===== config.mk =====
export PLATFORM = sky130hd
export DESIGN_NAME = fetch_unit
export DESIGN_NICKNAME = d
export VERILOG_FILES = /design/src/rtl/fetch_unit.sv
export SDC_FILE = /design/constraint.sdc
export NUM_CORES = 2
export LEC_CHECK = 0
export ABC_CLOCK_PERIOD_IN_PS = 40800
export BUFFER_PORTS_ARGS = -buffer_cell sky130_fd_sc_hd__buf_2
export CAP_MARGIN = 20
export CORE_MARGIN = 5
export CORE_UTILIZATION = 62
export CTS_CLUSTER_SIZE = 40
export DETAILED_ROUTE_END_ITERATION = 16
export GPL_ROUTABILITY_DRIVEN = 0
export PLACE_DENSITY = 0.9
export SKIP_LAST_GASP = 1
export SLEW_MARGIN = 0
export SYNTH_ARGS = -nofsm -noshare
export SYNTH_HDL_FRONTEND = slang
export SYNTH_SLANG_ARGS = --single-unit
export TNS_END_PERCENT = 10

===== constraint.sdc =====
create_clock -name i_clk -period 40.8 [get_ports i_clk]
set_input_delay 2.04 -clock i_clk [delete_from_list [all_inputs] [get_ports i_clk]]
set_output_delay 2.04 -clock i_clk [all_outputs]
set_load 0.01 [all_outputs]

===== src/rtl/fetch_unit.sv =====
// fetch_unit: instruction-fetch stage of the RV32I pipeline.
// Owns the PC, looks it up in a direct-mapped BTB with 2-bit saturating
// counters to pick the next PC, and registers the fetched instruction into
// the IF/ID pipeline register. EX trains the BTB and redirects on mispredict.
//
// Handshake: o_id_valid = 1 means IF/ID holds a real instruction. There is
// no ready; i_stall is the back-pressure and freezes PC and IF/ID entirely.
// i_redirect overrides i_stall and loads IF/ID with a bubble.
module fetch_unit #(
  parameter int          BTB_ENTRIES = 16,
  parameter logic [31:0] RESET_PC    = 32'h0000_0000
) (
  input  logic        i_clk,
  input  logic        i_reset,
  output logic [31:0] o_pc_fetch,
  input  logic [31:0] i_inst,
  input  logic        i_stall,
  input  logic        i_redirect,
  input  logic [31:0] i_redirect_pc,
  input  logic        i_upd_valid,
  input  logic [31:0] i_upd_pc,
  input  logic        i_upd_taken,
  input  logic [31:0] i_upd_target,
  output logic        o_id_valid,
  output logic [31:0] o_id_pc,
  output logic [31:0] o_id_inst,
  output logic        o_id_pred_taken,
  output logic [31:0] o_id_pred_target
);

  localparam int          IDX = $clog2(BTB_ENTRIES);
  localparam int          TW  = 30 - IDX;
  localparam logic [31:0] NOP = 32'h0000_0013;

  // BTB storage: targets keep only bits [31:2] since they are word-aligned
  logic            r_btb_valid  [BTB_ENTRIES];
  logic [TW-1:0]   r_btb_tag    [BTB_ENTRIES];
  logic [29:0]     r_btb_target [BTB_ENTRIES];
  logic [1:0]      r_btb_ctr    [BTB_ENTRIES];

  logic [31:0]     r_pc;
  logic            r_id_valid;
  logic [31:0]     r_id_pc;
  logic [31:0]     r_id_inst;
  logic            r_id_pred_taken;
  logic [31:0]     r_id_pred_target;

  logic [IDX-1:0]  w_lk_idx;
  logic [TW-1:0]   w_lk_tag;
  logic            w_lk_hit;
  logic            w_pred_taken;
  logic [31:0]     w_pred_next;

  logic [IDX-1:0]  w_upd_idx;
  logic [TW-1:0]   w_upd_tag;
  logic            w_upd_hit;
  logic [1:0]      w_upd_ctr;
  logic [1:0]      w_upd_ctr_next;

  // Lookup on the current PC; sees pre-update BTB contents by construction
  always_comb begin
    w_lk_idx     = r_pc[IDX+1:2];
    w_lk_tag     = r_pc[31:IDX+2];
    w_lk_hit     = r_btb_valid[w_lk_idx] && (r_btb_tag[w_lk_idx] == w_lk_tag);
    w_pred_taken = w_lk_hit && r_btb_ctr[w_lk_idx][1];
    w_pred_next  = w_pred_taken ? {r_btb_target[w_lk_idx], 2'b00} : (r_pc + 32'd4);
  end

  // Update-side hit detection and saturating counter step
  always_comb begin
    w_upd_idx      = i_upd_pc[IDX+1:2];
    w_upd_tag      = i_upd_pc[31:IDX+2];
    w_upd_hit      = r_btb_valid[w_upd_idx] && (r_btb_tag[w_upd_idx] == w_upd_tag);
    w_upd_ctr      = r_btb_ctr[w_upd_idx];
    w_upd_ctr_next = w_upd_ctr;
    if (i_upd_taken) begin
      if (w_upd_ctr != 2'b11) w_upd_ctr_next = w_upd_ctr + 2'd1;
    end else begin
      if (w_upd_ctr != 2'b00) w_upd_ctr_next = w_upd_ctr - 2'd1;
    end
  end

  // BTB training from EX; independent of stall and redirect
  always_ff @(posedge i_clk or posedge i_reset) begin
    if (i_reset) begin
      for (int i = 0; i < BTB_ENTRIES; i++) begin
        r_btb_valid[i]  <= 1'b0;
        r_btb_tag[i]    <= '0;
        r_btb_target[i] <= '0;
        r_btb_ctr[i]    <= 2'b01;
      end
    end else if (i_upd_valid) begin
      if (w_upd_hit) begin
        r_btb_ctr[w_upd_idx] <= w_upd_ctr_next;
        if (i_upd_taken) r_btb_target[w_upd_idx] <= i_upd_target[31:2];
      end else if (i_upd_taken) begin
        // Allocate, evicting whatever aliased into this slot
        r_btb_valid[w_upd_idx]  <= 1'b1;
        r_btb_tag[w_upd_idx]    <= w_upd_tag;
        r_btb_target[w_upd_idx] <= i_upd_target[31:2];
        r_btb_ctr[w_upd_idx]    <= 2'b10;
      end
    end
  end

  // PC and IF/ID register: redirect beats stall beats normal fetch
  always_ff @(posedge i_clk or posedge i_reset) begin
    if (i_reset) begin
      r_pc             <= RESET_PC;
      r_id_valid       <= 1'b0;
      r_id_pc          <= 32'd0;
      r_id_inst        <= NOP;
      r_id_pred_taken  <= 1'b0;
      r_id_pred_target <= 32'd0;
    end else if (i_redirect) begin
      r_pc             <= {i_redirect_pc[31:2], 2'b00};
      r_id_valid       <= 1'b0;
      r_id_pc          <= 32'd0;
      r_id_inst        <= NOP;
      r_id_pred_taken  <= 1'b0;
      r_id_pred_target <= 32'd0;
    end else if (!i_stall) begin
      r_pc             <= w_pred_next;
      r_id_valid       <= 1'b1;
      r_id_pc          <= r_pc;
      r_id_inst        <= i_inst;
      r_id_pred_taken  <= w_pred_taken;
      r_id_pred_target <= w_pred_next;
    end
  end

  assign o_pc_fetch       = r_pc;
  assign o_id_valid       = r_id_valid;
  assign o_id_pc          = r_id_pc;
  assign o_id_inst        = r_id_inst;
  assign o_id_pred_taken  = r_id_pred_taken;
  assign o_id_pred_target = r_id_pred_target;

endmodule


* After elaboration in Yosys (flattened, before gate mapping) *
Cells that the tools add are included.

word-level totals
  logic and storage cells = 145
  output and inout port bits = 130
  register bits = 1074

operators by class
  eq/ne operators = 4
  $lt $le $gt $ge = 3
  bitwise logic cells = 7
  $add $sub $neg = 3
  reduce and logical (&&, ||, !) cells = 9
  muxes and demuxes = 49

operators with widths
  kind                                                         count
  bitwise mux 480 bit                                          1
  bitwise mux 416 bit                                          1
  2-to-1 mux 32 bit                                            10
  binary-select mux 26 bit (select 4 bit)                      2
  2-to-1 mux 26 bit                                            5
  binary-select mux 30 bit (select 4 bit)                      1
  demux 30 bit (select 4 bit)                                  1
  demux 26 bit (select 4 bit)                                  1
  2-to-1 mux 30 bit                                            3
  equality test 26 bit                                         2
  adder 32 x 3 -> 32 bit (second input constant)               1
  bitwise mux 32 bit                                           1
  bitwise OR 16 bit                                            2
  AND 16 bit                                                   1
  binary-select mux 2 bit (select 4 bit)                       2
  2-to-1 mux 2 bit                                             8
  inverter 16 bit                                              1
  greater-or-equal comparator 5 bit (second input constant)    2
  inverter 4 -> 5 bit                                          2
  2-to-1 mux 1 bit                                             9
  binary-select mux 1 bit (select 4 bit)                       2
  demux 2 bit (select 4 bit)                                   1
  less-than comparator 5 x 1 -> 1 bit (second input constant)  1
  demux 1 bit (select 4 bit)                                   1
  other kinds (9)                                              14

* Logic depth before layout (Yosys ltp) *
  word-level depth = 10
  depth in mapped cells = 16

* Worst setup path after synthesis *
Ideal clock, no wire load.

  path kind = input port to flip-flop
  from = input port i_upd_pc[5]
  to = register r_btb_tag[61] (netlist name)
  setup slack = 35.488 ns
  path buffers = 5
  stages on the path = 13
  arrival = 5.184 ns
  library setup time = 0.127 ns
  required time = 40.673 ns
  path through = inv_1 > buf_1 > buf_1 > mux2i_1 > mux2i_1 > a2111oi_0 > nand4_1 > nor4_4 > buf_6 > nand2b_1 > buf_6 > buf_6 > mux2_1

on the way
  cells in the longest elaborated chain, start to end = 8
  elaborated cells on any way between the ends = 17
  classes of those cells = order compare (2); eq/ne (1); mux (9); bitwise (2); reduce/logical (3)

RTL lines
  element                                               RTL line  source
  start: declaration                                    21        input logic [31:0] i_upd_pc,
  inverter 4 -> 5 bit (implied by the code) *           73, 99
  binary-select mux 26 bit (select 4 bit)               73        w_upd_hit = r_btb_valid[w_upd_idx] && (r_btb_tag[w_upd_idx] == w_upd_tag);
  2-to-1 mux 26 bit (implied by the code) (2 in a row)  73
  equality test 26 bit                                  73
  logical AND 1 bit                                     73
  inverter 1 bit (no source line)                       --
  AND reduction 3 bit (no source line)                  --
  end signal: indexed assignment                        99        r_btb_tag[w_upd_idx] <= w_upd_tag;
  end: declaration                                      37        logic [TW-1:0] r_btb_tag [BTB_ENTRIES];

Every way passes the cells marked *; elsewhere a longest branch is shown, timed or not. The select of a mux whose other input is x is not followed.
A chain may end at the register's enable or synchronous reset.

* Worst setup path in the final report *
  from = input port i_upd_pc[5]
  to = register r_btb_tag[72] (netlist name)

The elaborated chain is that of the path after synthesis.

==> flow_summary_export.csv <==
group,metric,value,unit
run_status,run_status,"finished, final reports clean",
die,coreArea,0.0855,sq mm
cts,cts_tree,"built",
worst_setup_path,setup.reg_to_reg.worst_slack,34890,ps
timing,hold_viol_final,0,
die,die_ht,304,um
worst_setup_path,path_max_fanout,53,
global_routing,gr-usage-all-layers,34.4,%
global_routing,grt_use_met3,12.8,%
worst_hold_path,worst_hold_path.endpoint,"r_btb_ctr[22]",
cells_and_area,finish.net_count,3952,
cts,cts_hold_buf,0,
timing,final_min_period_over_clock_period,18.0,%
timing,max_freq,136,MHz
die,floorplan.rows,107,
worst_hold_path,holdPathStages,2,
worst_setup_path,critical-path-max-stage-delay,730,ps
timing,tightest_slew,1280,ps
drt,vias_per_cell,7.20,
cts,path_clk_slew,60,ps
synthesis,top_flip_flop_cell_by_instance_count_after_synthesis,"sky130_fd_sc_hd__dfrtp_1",
job,max-cap-violations,0,
drt,drt_initial_violations,5194,
timing,worst_clock_skew,92.2,ps
global_routing,grt_start_max_net_pins,180,
global_routing,antenna_found_initial,24,
die,floorplan.die.width,304,um
cts,cts-resized-gates,0,
timing,max-slew-margin-rel,14.5,%
drt,vias,36473,
timing,fin_hold_ws,459,ps
cells_and_area,drive_gt1_share,42.7,%
cts,clock_insertion_delay_worst_skew,730,ps
timing,period_needed,7330,ps
global_routing,global_route_wire_length_before_repair,244000,um
die,number_of_primary_i_o_pins,264,
worst_setup_path,worst_path_max_delay_cell,"sky130_fd_sc_hd__nand2b_2",
timing,finalWorstSetupSlack,33470,ps
global_routing,grt_pass1_vias,38430,
power_and_ir_drop,power.density_cell_area,52.5,mW/mm^2
worst_setup_path,timing.critical_path.mode_cell,"sky130_fd_sc_hd__buf_4",
worst_setup_path,reg2reg_depth,10,
synthesis,synth_async_sr_flop_share,100,%
drt,detail-route-antenna-nets,0,
worst_setup_path,worst_r2r_endpoint,"o_id_pred_target[14]",
synthesis,synth_sequential_area_ratio,49.9,%
timing,slew_violations,0,
place,io_buffers,253,
timing,tns,0,ps
synthesis,synth.yosys.warnings,0,
synthesis,syn_inst,3743,
worst_hold_path,worstHoldStart,"r_btb_ctr[22]",
worst_setup_path,crit_arrival,7850,ps
global_routing,grt.met2_usage,51.4,%
global_routing,top_usage_layer,"met2",
timing,finalSetupViolations,0,
synthesis,biggest_area_contributors_in_the_synthesized_netlist,"sky130_fd_sc_hd__dfrtp_1 (49%), sky130_fd_sc_hd__mux2_2 (16%), sky130_fd_sc_hd__mux4_2 (14%), sky130_fd_sc_hd__mux2i_1 (3.8%), sky130_fd_sc_hd__mux2_1 (3.3%)",
power_and_ir_drop,leak,26.4,nW
cts,cts_htree_levels,3,
synthesis,yosysUniqueCellTypes,76,
global_routing,grt_util_met1,43.3,%
synthesis,synth_top_cell_by_area,"sky130_fd_sc_hd__dfrtp_1",
worst_setup_path,critical_path.reg2reg.startpoint,"o_pc_fetch[2]",
die,die_area,0.0924,sq mm
cells_and_area,flow.area_growth_from_synthesis,9.93,%
worst_setup_path,critPathRequiredTime,41320,ps
cts,tritoncts_num_sinks,1069,
synthesis,post_synthesis_average_cell_area,14.3,sq um
worst_setup_path,timing.critical_path.from_type,"input pin",
synthesis,yosysTopAreaCellShare,49.0,%
worst_setup_path,worstSetupEndpointType,"flip-flop",
drt,detail_route.wl_per_cell,31.8,um
global_routing,grt-ovfl-total,0,
power_and_ir_drop,totalPowerFinal,3.09,mW
place,dpl.hpwl,95400,um
drt,finalWirelength,161000,um
worst_setup_path,worstSetupPathType,"in2reg",
cts,cts_buffer_depth,3,
worst_hold_path,hold_class,"reg2reg",
drt,remaining_drc_errors,0,
timing,setup_repair_after_global_routing_missed_its_margin,"false",
cts,cts_made_buffers,106,
worst_setup_path,worstPathCellList,"buf_4, buf_4, mux4_2, mux2i_1, a211oi_1, o22ai_1, a2111oi_0, nand4_1, nor4_4, buf_4, nand2b_2, buf_4, mux2_2",
cts,cts_setup_buffers,0,
die,floorplan.initialDensity,62.7,%
synthesis,synth-edff-count,0,
drt,drt_pre_antenna_iters,9,
place,preCtsSetupSlack,33190,ps
synthesis,post_synth_instance_area,0.0536,sq mm
cts,cts-root-buf,"sky130_fd_sc_hd__clkbuf_16",
synthesis,ys_ff_latch,1069,
power_and_ir_drop,worst_ir_drop_vdd,0.0000408,V
[registers in the layout (all words and copies together), names as in the netlist]
register	cells
r_btb_valid	16
r_btb_tag	416
o_id_pc	31
r_btb_target	480
o_id_valid	1
r_btb_ctr	32
o_id_pred_taken	1
o_pc_fetch	30
o_id_pred_target	30
o_id_inst	32
[cell usage after synthesis (4+ instances only)]
cell type and count:
sky130_fd_sc_hd__a31oi_1 8, sky130_fd_sc_hd__mux2_2 762, sky130_fd_sc_hd__mux4_2 341, sky130_fd_sc_hd__and3_1 29, sky130_fd_sc_hd__nand2b_1 36, sky130_fd_sc_hd__o21ai_0 112, sky130_fd_sc_hd__nor2b_1 11, sky130_fd_sc_hd__mux2i_1 204
sky130_fd_sc_hd__o211ai_1 6, sky130_fd_sc_hd__nor2_1 128, sky130_fd_sc_hd__nand4_1 12, sky130_fd_sc_hd__buf_2 65, sky130_fd_sc_hd__nand3_1 50, sky130_fd_sc_hd__or3_1 7, sky130_fd_sc_hd__o32a_1 5, sky130_fd_sc_hd__xnor2_1 52
sky130_fd_sc_hd__o2bb2ai_1 11, sky130_fd_sc_hd__o22ai_1 24, sky130_fd_sc_hd__and2_1 6, sky130_fd_sc_hd__a2111oi_0 4, sky130_fd_sc_hd__buf_4 38, sky130_fd_sc_hd__xor2_1 17, sky130_fd_sc_hd__buf_6 35, sky130_fd_sc_hd__a22oi_1 32
sky130_fd_sc_hd__o21a_1 12, sky130_fd_sc_hd__a2bb2oi_1 10, sky130_fd_sc_hd__mux2_1 159, sky130_fd_sc_hd__nor3_1 29, sky130_fd_sc_hd__dfstp_2 19, sky130_fd_sc_hd__nand2_1 75, sky130_fd_sc_hd__a221oi_1 8, sky130_fd_sc_hd__a22o_1 5
sky130_fd_sc_hd__inv_1 41, sky130_fd_sc_hd__a21oi_1 49, sky130_fd_sc_hd__dfrtp_1 1050, sky130_fd_sc_hd__buf_1 29, sky130_fd_sc_hd__nor4_1 9, sky130_fd_sc_hd__clkbuf_1 193, sky130_fd_sc_hd__a211oi_1 7
[layout make-up]
type	count	area [sq um]
timing repair buffer	324	1940
tap	1144	1430
clock inverter	44	544
inverter	43	170
antenna	15	37.5
clock buffer	152	3050
fill	5291	26600
multi-input combinational	2273	25000
sequential	1069	26800
[report_power, final]
group          switching (mW)  internal [mW]
registers               0.158           1.25
logic                   0.315          0.362
clock network           0.439          0.562
[per-layer routing]
| metal | vias up | wire length [um] |
|---|---|---|
| li1 | 14122 | - |
| met1 | 18863 | 55700 |
| met2 | 2730 | 72900 |
| met3 | 740 | 21200 |
| met4 | 18 | 11200 |
| met5 | - | 379 |
[layout by cell type (no fill, tap or decap), types with 8 or more instances in the layout]
cell type	n
sky130_fd_sc_hd__xnor2_1	52
sky130_fd_sc_hd__and3_1	29
sky130_fd_sc_hd__nand3_1	50
sky130_fd_sc_hd__clkinv_2	24
sky130_fd_sc_hd__dfrtp_1	1046
sky130_fd_sc_hd__clkbuf_1	24
sky130_fd_sc_hd__a2bb2oi_1	10
sky130_fd_sc_hd__a31oi_1	8
sky130_fd_sc_hd__buf_4	64
sky130_fd_sc_hd__inv_1	39
sky130_fd_sc_hd__nor3_1	29
sky130_fd_sc_hd__nand2b_2	12
sky130_fd_sc_hd__nor2_1	116
sky130_fd_sc_hd__nor2b_1	11
sky130_fd_sc_hd__clkbuf_16	106
sky130_fd_sc_hd__mux4_2	341
sky130_fd_sc_hd__nand4_1	12
sky130_fd_sc_hd__a221oi_1	8
sky130_fd_sc_hd__buf_12	8
sky130_fd_sc_hd__xor2_1	17
sky130_fd_sc_hd__o21a_1	12
sky130_fd_sc_hd__mux2i_1	204
sky130_fd_sc_hd__o22ai_1	24
sky130_fd_sc_hd__nor4_1	9
sky130_fd_sc_hd__diode_2	15
sky130_fd_sc_hd__buf_2	248
sky130_fd_sc_hd__clkbuf_8	22
sky130_fd_sc_hd__o21ai_0	112
sky130_fd_sc_hd__o2bb2ai_1	11
sky130_fd_sc_hd__nor2_4	12
sky130_fd_sc_hd__nand2_1	70
sky130_fd_sc_hd__nand2b_1	24
sky130_fd_sc_hd__mux2_1	159
sky130_fd_sc_hd__a22oi_1	32
sky130_fd_sc_hd__dfstp_2	19
sky130_fd_sc_hd__a21oi_1	49
sky130_fd_sc_hd__mux2_2	762
[per-stage QoR]
step / utilization [%] / area [sq um] / std cells
global placement: 64.5 / 55200 / 4849
CTS: 68.7 / 58800 / 5045
floorplan: - / 53600 / 3746
detailed placement: 64.5 / 55200 / 4849
finish: 68.9 / 58900 / 5064
global route: 68.9 / 58900 / 5060
[worst max-delay path, delay by kind of cell]
family | cells | cell delay (ps)
and+or+nand+nor | 3 | 1350
AOI/OAI and AO/OA | 3 | 1140
buffers and inverters | 4 | 2230
muxes | 3 | 930
[logic make-up after synthesis]
kind of cell | share of synthesized area, %
muxes | 37.5
adders and majority gates | 0.0607
xor gates and xnor gates | 1.13
and+or+nand+nor | 3.81
DFF | 49.9
buffers and inverters | 3.76
AOI/OAI and AO/OA | 3.80
other | 0.00700
[worst max-delay path by stage]
| stage | end | slack [ps] | cells past startpoint | from |
|---|---|---|---|---|
| after floorplan | o_id_inst[10] | 8700 | 1 | i_reset |
| after global placement | r_btb_tag[188] | 33240 | 13 | i_upd_pc[2] |
| after detailed placement | r_btb_tag[280] | 33190 | 12 | i_upd_pc[2] |
| after CTS | r_btb_tag[280] | 33760 | 12 | i_upd_pc[2] |
| after global routing | r_btb_tag[72] | 33480 | 13 | i_upd_pc[2] |
| final | r_btb_tag[72] | 33470 | 13 | i_upd_pc[5] |
(Power assumes the default switching activity.)
